$ cat src/rtl/rtc_mc_bus_ctrl.sv
// Host-to-register-bank bus controller: one read or write per request, with an
// ack timeout and an address-map check that rejects holes without touching the bank.
// Ports: i_clk/i_reset (sync, active-high); host side i_cs, i_rd_wr, i_host_addr,
//        i_host_wdata -> o_busy, o_done, o_err, o_host_rdata; bank side o_rd_en,
//        o_wr_en, o_addr, o_wdata <- i_rd_data, i_ack. All outputs are registered.
module rtc_mc_bus_ctrl #(
    parameter int unsigned ACK_TIMEOUT = 16
) (
    input  logic        i_clk,
    input  logic        i_reset,
    input  logic        i_cs,
    input  logic        i_rd_wr,
    input  logic [5:0]  i_host_addr,
    input  logic [31:0] i_host_wdata,
    output logic        o_busy,
    output logic        o_done,
    output logic        o_err,
    output logic [31:0] o_host_rdata,
    output logic        o_rd_en,
    output logic        o_wr_en,
    output logic [5:0]  o_addr,
    output logic [31:0] o_wdata,
    input  logic [31:0] i_rd_data,
    input  logic        i_ack
);

    typedef enum logic [1:0] {IDLE, RD_WAIT, WR_WAIT, DONE} state_t;

    // Last wait cycle index; the timer starts at 0 on the first wait cycle.
    localparam logic [7:0] TMO_LAST = 8'(ACK_TIMEOUT - 1);

    state_t      state, state_nxt;
    logic [7:0]  timer, timer_nxt;
    logic        dir_rd, dir_rd_nxt;
    logic [5:0]  addr_nxt;
    logic [31:0] wdata_nxt;
    logic [31:0] rdata_nxt;
    logic        err_nxt;
    logic        addr_ok;

    // Valid map: 0x00-0x08 and 0x14-0x20.
    assign addr_ok = (i_host_addr <= 6'h08) ||
                     ((i_host_addr >= 6'h14) && (i_host_addr <= 6'h20));

    always_comb begin
        state_nxt  = state;
        timer_nxt  = timer;
        dir_rd_nxt = dir_rd;
        addr_nxt   = o_addr;
        wdata_nxt  = o_wdata;
        rdata_nxt  = o_host_rdata;
        err_nxt    = 1'b0;
        case (state)
            IDLE: begin
                if (i_cs) begin
                    addr_nxt   = i_host_addr;
                    wdata_nxt  = i_host_wdata;
                    dir_rd_nxt = i_rd_wr;
                    timer_nxt  = 8'd0;
                    if (addr_ok) begin
                        state_nxt = i_rd_wr ? RD_WAIT : WR_WAIT;
                    end else begin
                        // Rejected before any channel enable is raised.
                        state_nxt = DONE;
                        err_nxt   = 1'b1;
                    end
                end
            end
            RD_WAIT: begin
                timer_nxt = timer + 8'd1;
                // Ack is checked first so a last-cycle ack still succeeds.
                if (i_ack) begin
                    rdata_nxt = i_rd_data;
                    state_nxt = DONE;
                end else if (timer == TMO_LAST) begin
                    rdata_nxt = 32'h0;
                    err_nxt   = 1'b1;
                    state_nxt = DONE;
                end
            end
            WR_WAIT: begin
                timer_nxt = timer + 8'd1;
                if (i_ack) begin
                    state_nxt = DONE;
                end else if (timer == TMO_LAST) begin
                    err_nxt   = 1'b1;
                    state_nxt = DONE;
                end
            end
            DONE:    state_nxt = IDLE;
            default: state_nxt = IDLE;
        endcase
    end

    // Outputs are registered from the next state, so they line up with the
    // state they describe rather than lagging it by a cycle.
    always_ff @(posedge i_clk) begin
        if (i_reset) begin
            state        <= IDLE;
            timer        <= 8'd0;
            dir_rd       <= 1'b0;
            o_busy       <= 1'b0;
            o_done       <= 1'b0;
            o_err        <= 1'b0;
            o_host_rdata <= 32'h0;
            o_rd_en      <= 1'b0;
            o_wr_en      <= 1'b0;
            o_addr       <= 6'h0;
            o_wdata      <= 32'h0;
        end else begin
            state        <= state_nxt;
            timer        <= timer_nxt;
            dir_rd       <= dir_rd_nxt;
            o_busy       <= (state_nxt != IDLE);
            o_done       <= (state_nxt == DONE);
            o_err        <= err_nxt;
            o_host_rdata <= rdata_nxt;
            o_rd_en      <= (state_nxt == RD_WAIT);
            o_wr_en      <= (state_nxt == WR_WAIT);
            o_addr       <= addr_nxt;
            o_wdata      <= wdata_nxt;
        end
    end

endmodule
$ cat config.mk
export PLATFORM = sky130hd
export DESIGN_NAME = rtc_mc_bus_ctrl
export DESIGN_NICKNAME = d
export VERILOG_FILES = /design/src/rtl/rtc_mc_bus_ctrl.sv
export SDC_FILE = /design/constraint.sdc
export NUM_CORES = 1
export LEC_CHECK = 0
export ABC_AREA = 1
export CORE_MARGIN = 3
export CORE_UTILIZATION = 44
export DETAILED_ROUTE_END_ITERATION = 10
export MAX_ROUTING_LAYER = met4
export PLACE_DENSITY = 0.84
export SETUP_SLACK_MARGIN = 0.05
export SLEW_MARGIN = 15
export SYNTH_ARGS = -nofsm -noshare
export SYNTH_HDL_FRONTEND = slang
export SYNTH_SLANG_ARGS = --single-unit
$ cat constraint.sdc
create_clock -name i_clk -period 3.2 [get_ports i_clk]
set_clock_uncertainty 0.2 [all_clocks]
set_input_delay 0.8 -clock i_clk [delete_from_list [all_inputs] [get_ports i_clk]]
set_output_delay 0.8 -clock i_clk [all_outputs]
set_load 0.1 [all_outputs]
==> results.sh <==
export IMPL_antenna_found_initial=0
export IMPL_async_reset_ff_frac=0
export IMPL_fill_cells=573
export IMPL_routed_wl_met3_um=709
export IMPL_num_nets_final=642
export IMPL_holdWs_ns=0.2656
export IMPL_avgViaCountPerCell=4.774
export IMPL_status="finished, final reports clean"
export IMPL_setup_viol=0
export IMPL_track_usage=0.2071
export IMPL_clk_pin_slew_ns=0.08
export IMPL_slew_violations=0
export IMPL_grt_pass1_wl_um=13720
export IMPL_drc=0
export IMPL_seq_area_frac_synth=0.5302
export IMPL_layout_area_seq_sq_mm=0.001702
export IMPL_max_stage_delay_ns=0.52
export IMPL_slew_headroom=0.6178
export IMPL_dpl_cell_area_sq_mm=0.004548
export IMPL_synth_edff_count=0
export IMPL_numPortBuffers=149
export IMPL_clock_root_buffer="clkbuf_8"
export IMPL_worstSetupStartpointType="input port"
export IMPL_m1WireLength_um=3669
export IMPL_finalPower_w=0.003548
export IMPL_gp_congestion=0.7846
export IMPL_yosys_top_cells_area="dfxtp_1 53%, nand2_1 11%, nor2_1 9.5%, a21oi_1 7.3%, o21ai_0 6.2%"
export IMPL_syn_cell_area_sq_mm=0.003209
export IMPL_max_freq_ghz=0.4358
export IMPL_ir_worst_vdd_uv=441.8
export IMPL_min_path_cells=2
export IMPL_wl_um=8434
export IMPL_min_period_ns=2.294
export IMPL_drt_first_iter_violations=117
export IMPL_synthCells=420
export IMPL_cp_slowest_cell="clkdlybuf4s50_1"
export IMPL_wl_per_cell_um=12.70
export IMPL_yosys_top_cells_count="94 x nand2_1, 85 x dfxtp_1, 81 x nor2_1, 47 x a21oi_1, 40 x o21ai_0"
export IMPL_hold_violations=0
export IMPL_cp_arrival_ns=2.36
export IMPL_rr_worst_depth=7
export IMPL_coreArea_sq_mm=0.006944
export IMPL_finalSetupTns_ns=0
export IMPL_power_density_mw_per_mm2=743.3
export IMPL_die_w_um=91.41
export IMPL_ant_nets=0
export IMPL_cts_resized=0
export IMPL_die_area_sq_mm=0.008355
export IMPL_overflow=0
export IMPL_drive_gt1_frac=0.1866
export IMPL_min_path_type="reg2reg"
export IMPL_crit_chain="clkdlybuf4s50_1 -> nand2_2 -> inv_1 -> buf_4 -> o21ai_0 -> a21oi_1"
export IMPL_rsz0062_at_grt="false"
export IMPL_critPathKind="in2reg"
export IMPL_insertedDiodeCount=0
export IMPL_syn_num_nets=499
export IMPL_num_vias=3170
export IMPL_synth_top_area_frac=0.5302
export IMPL_fp_dieH_um=91.41
export IMPL_multi_input_area_sq_mm=0.001287
export IMPL_cts_sinks=85
export IMPL_area_growth_pct=48.73
export IMPL_start_util=0.4622
export IMPL_design_area_sq_mm=0.004773
export IMPL_worstSkewPairLatency_ns=0.34
export IMPL_grt_pass1_vias=2989
export IMPL_cp_required_ns=3.27
export IMPL_first_pass_iters=4
export IMPL_ys_types=24
export IMPL_crit_path_end_kind="register"
export IMPL_clock_tree_buffer_depth=2
export IMPL_dpl_hpwl_um=6292
export IMPL_top_layer="met4"
export IMPL_ys_flop_type="dfxtp_1"
export IMPL_cts_tree="done"
export IMPL_postCtsSetupRepairBufs=0
export IMPL_avgSynthCellArea_sq_um=7.641
export IMPL_io_pins=150
export IMPL_core_rowCount=30
export IMPL_htreeDepth=3
export IMPL_max_cap_viol_count=0
export IMPL_synth_most_common_cell="nand2_1"
export IMPL_period_share=0.7170
export IMPL_yosysTopAreaCell="dfxtp_1"
export IMPL_cts_buffers=9
export IMPL_ys_warn_count=0
export IMPL_grt_max_degree=45
export IMPL_synth_seq_cells=85
export IMPL_leakagePower_nw=2.074
export IMPL_holdBufCountCts=0
export IMPL_routed_wl_met2_um=3913
export IMPL_tightestPinTransition_ns=0.5713
export IMPL_crit_fanout=44
[state kept, by name, indices dropped and copies added, names as in the netlist]
signal / cells
o_host_rdata: 32
o_rd_en: 1
o_addr: 6
o_wr_en: 1
o_err: 1
o_done: 1
o_wdata: 32
state: 2
timer: 8
o_busy: 1
[per-layer routing]
layer  global-route usage  vias to the layer above
met3              0.05800                       14
met1               0.2438                     1394
met4              0.08040                        0
met2               0.3348                      139
met5                    -                        -
li1                     -                     1623
[stage by stage]
stage                 util  cells  setup slack, ns
finish              0.6874    664           0.9056
global route        0.6874    664           0.8016
CTS                 0.6874    664           0.9108
detailed placement  0.6550    648           0.5348
global placement    0.6550    648           0.6434
floorplan                -    420            1.275
[kinds of logic after synthesis]
logic type	Yosys count	share of synthesized area
buffers and inverters	48	0.06862
adder cells (fa/ha/maj)	4	0.01560
AO/OA/AOI/OAI	91	0.1482
flip-flops	85	0.5302
AND/OR/NAND/NOR	192	0.2374
[layout make-up]
type | instances | area share
Sequential cell | 85 | 0.3565
Multi-Input combinational cell | 287 | 0.2697
Tap cell | 96 | 0.02516
Inverter | 26 | 0.02045
Clock inverter | 5 | 0.01756
Timing Repair Buffer | 154 | 0.2810
Clock buffer | 11 | 0.02962
[cell usage in the layout, fill, tap and decap left out]
cell | synthesis | routed
clkbuf_8 | 0 | 10
dfxtp_1 | 85 | 85
or2_2 | 1 | 1
a22oi_1 | 1 | 1
nand4_1 | 2 | 2
nand2_1 | 94 | 94
a21oi_1 | 47 | 47
o21ai_2 | 1 | 1
clkdlybuf4s50_1 | 0 | 74
nand3_2 | 1 | 1
clkinv_4 | 0 | 1
clkbuf_1 | 13 | 1
inv_2 | 2 | 2
buf_4 | 4 | 80
nand2_2 | 2 | 2
bufinv_16 | 0 | 2
nor2_2 | 2 | 2
o21ai_0 | 40 | 40
nand3b_2 | 1 | 1
nor2_1 | 81 | 81
a211oi_1 | 1 | 1
nand3_1 | 7 | 7
ha_1 | 4 | 4
a21oi_4 | 1 | 1
clkinvlp_4 | 0 | 2
nor3_1 | 1 | 1
inv_1 | 24 | 24
[worst max-delay path, delay by kind of cell]
family,cells,cell delay [ns]
buffers and inverters,3,1.11
and+or+nand+nor,1,0.15
AOI/OAI and AO/OA,2,0.30
[where the power goes]
group | switching [W] | total, W | internal (W)
sequential | 0.0000666 | 0.00125 | 0.00118
combinational | 0.00113 | 0.00147 | 0.000334
clock | 0.000369 | 0.000831 | 0.000463
total | 0.00157 | 0.00355 | 0.00198
[path summary, 6_finish.rpt]
check | from | slack [ns] | to
worst min register to register | o_host_rdata[0] | 0.27 | o_host_rdata[0]
worst max register to register | state[1] | 1.17 | o_addr[3]
worst max-delay path | i_cs | 0.91 | o_addr[3]
worst min-delay path | o_host_rdata[0] | 0.27 | o_host_rdata[0]
Power figures use the tool's default switching activity.
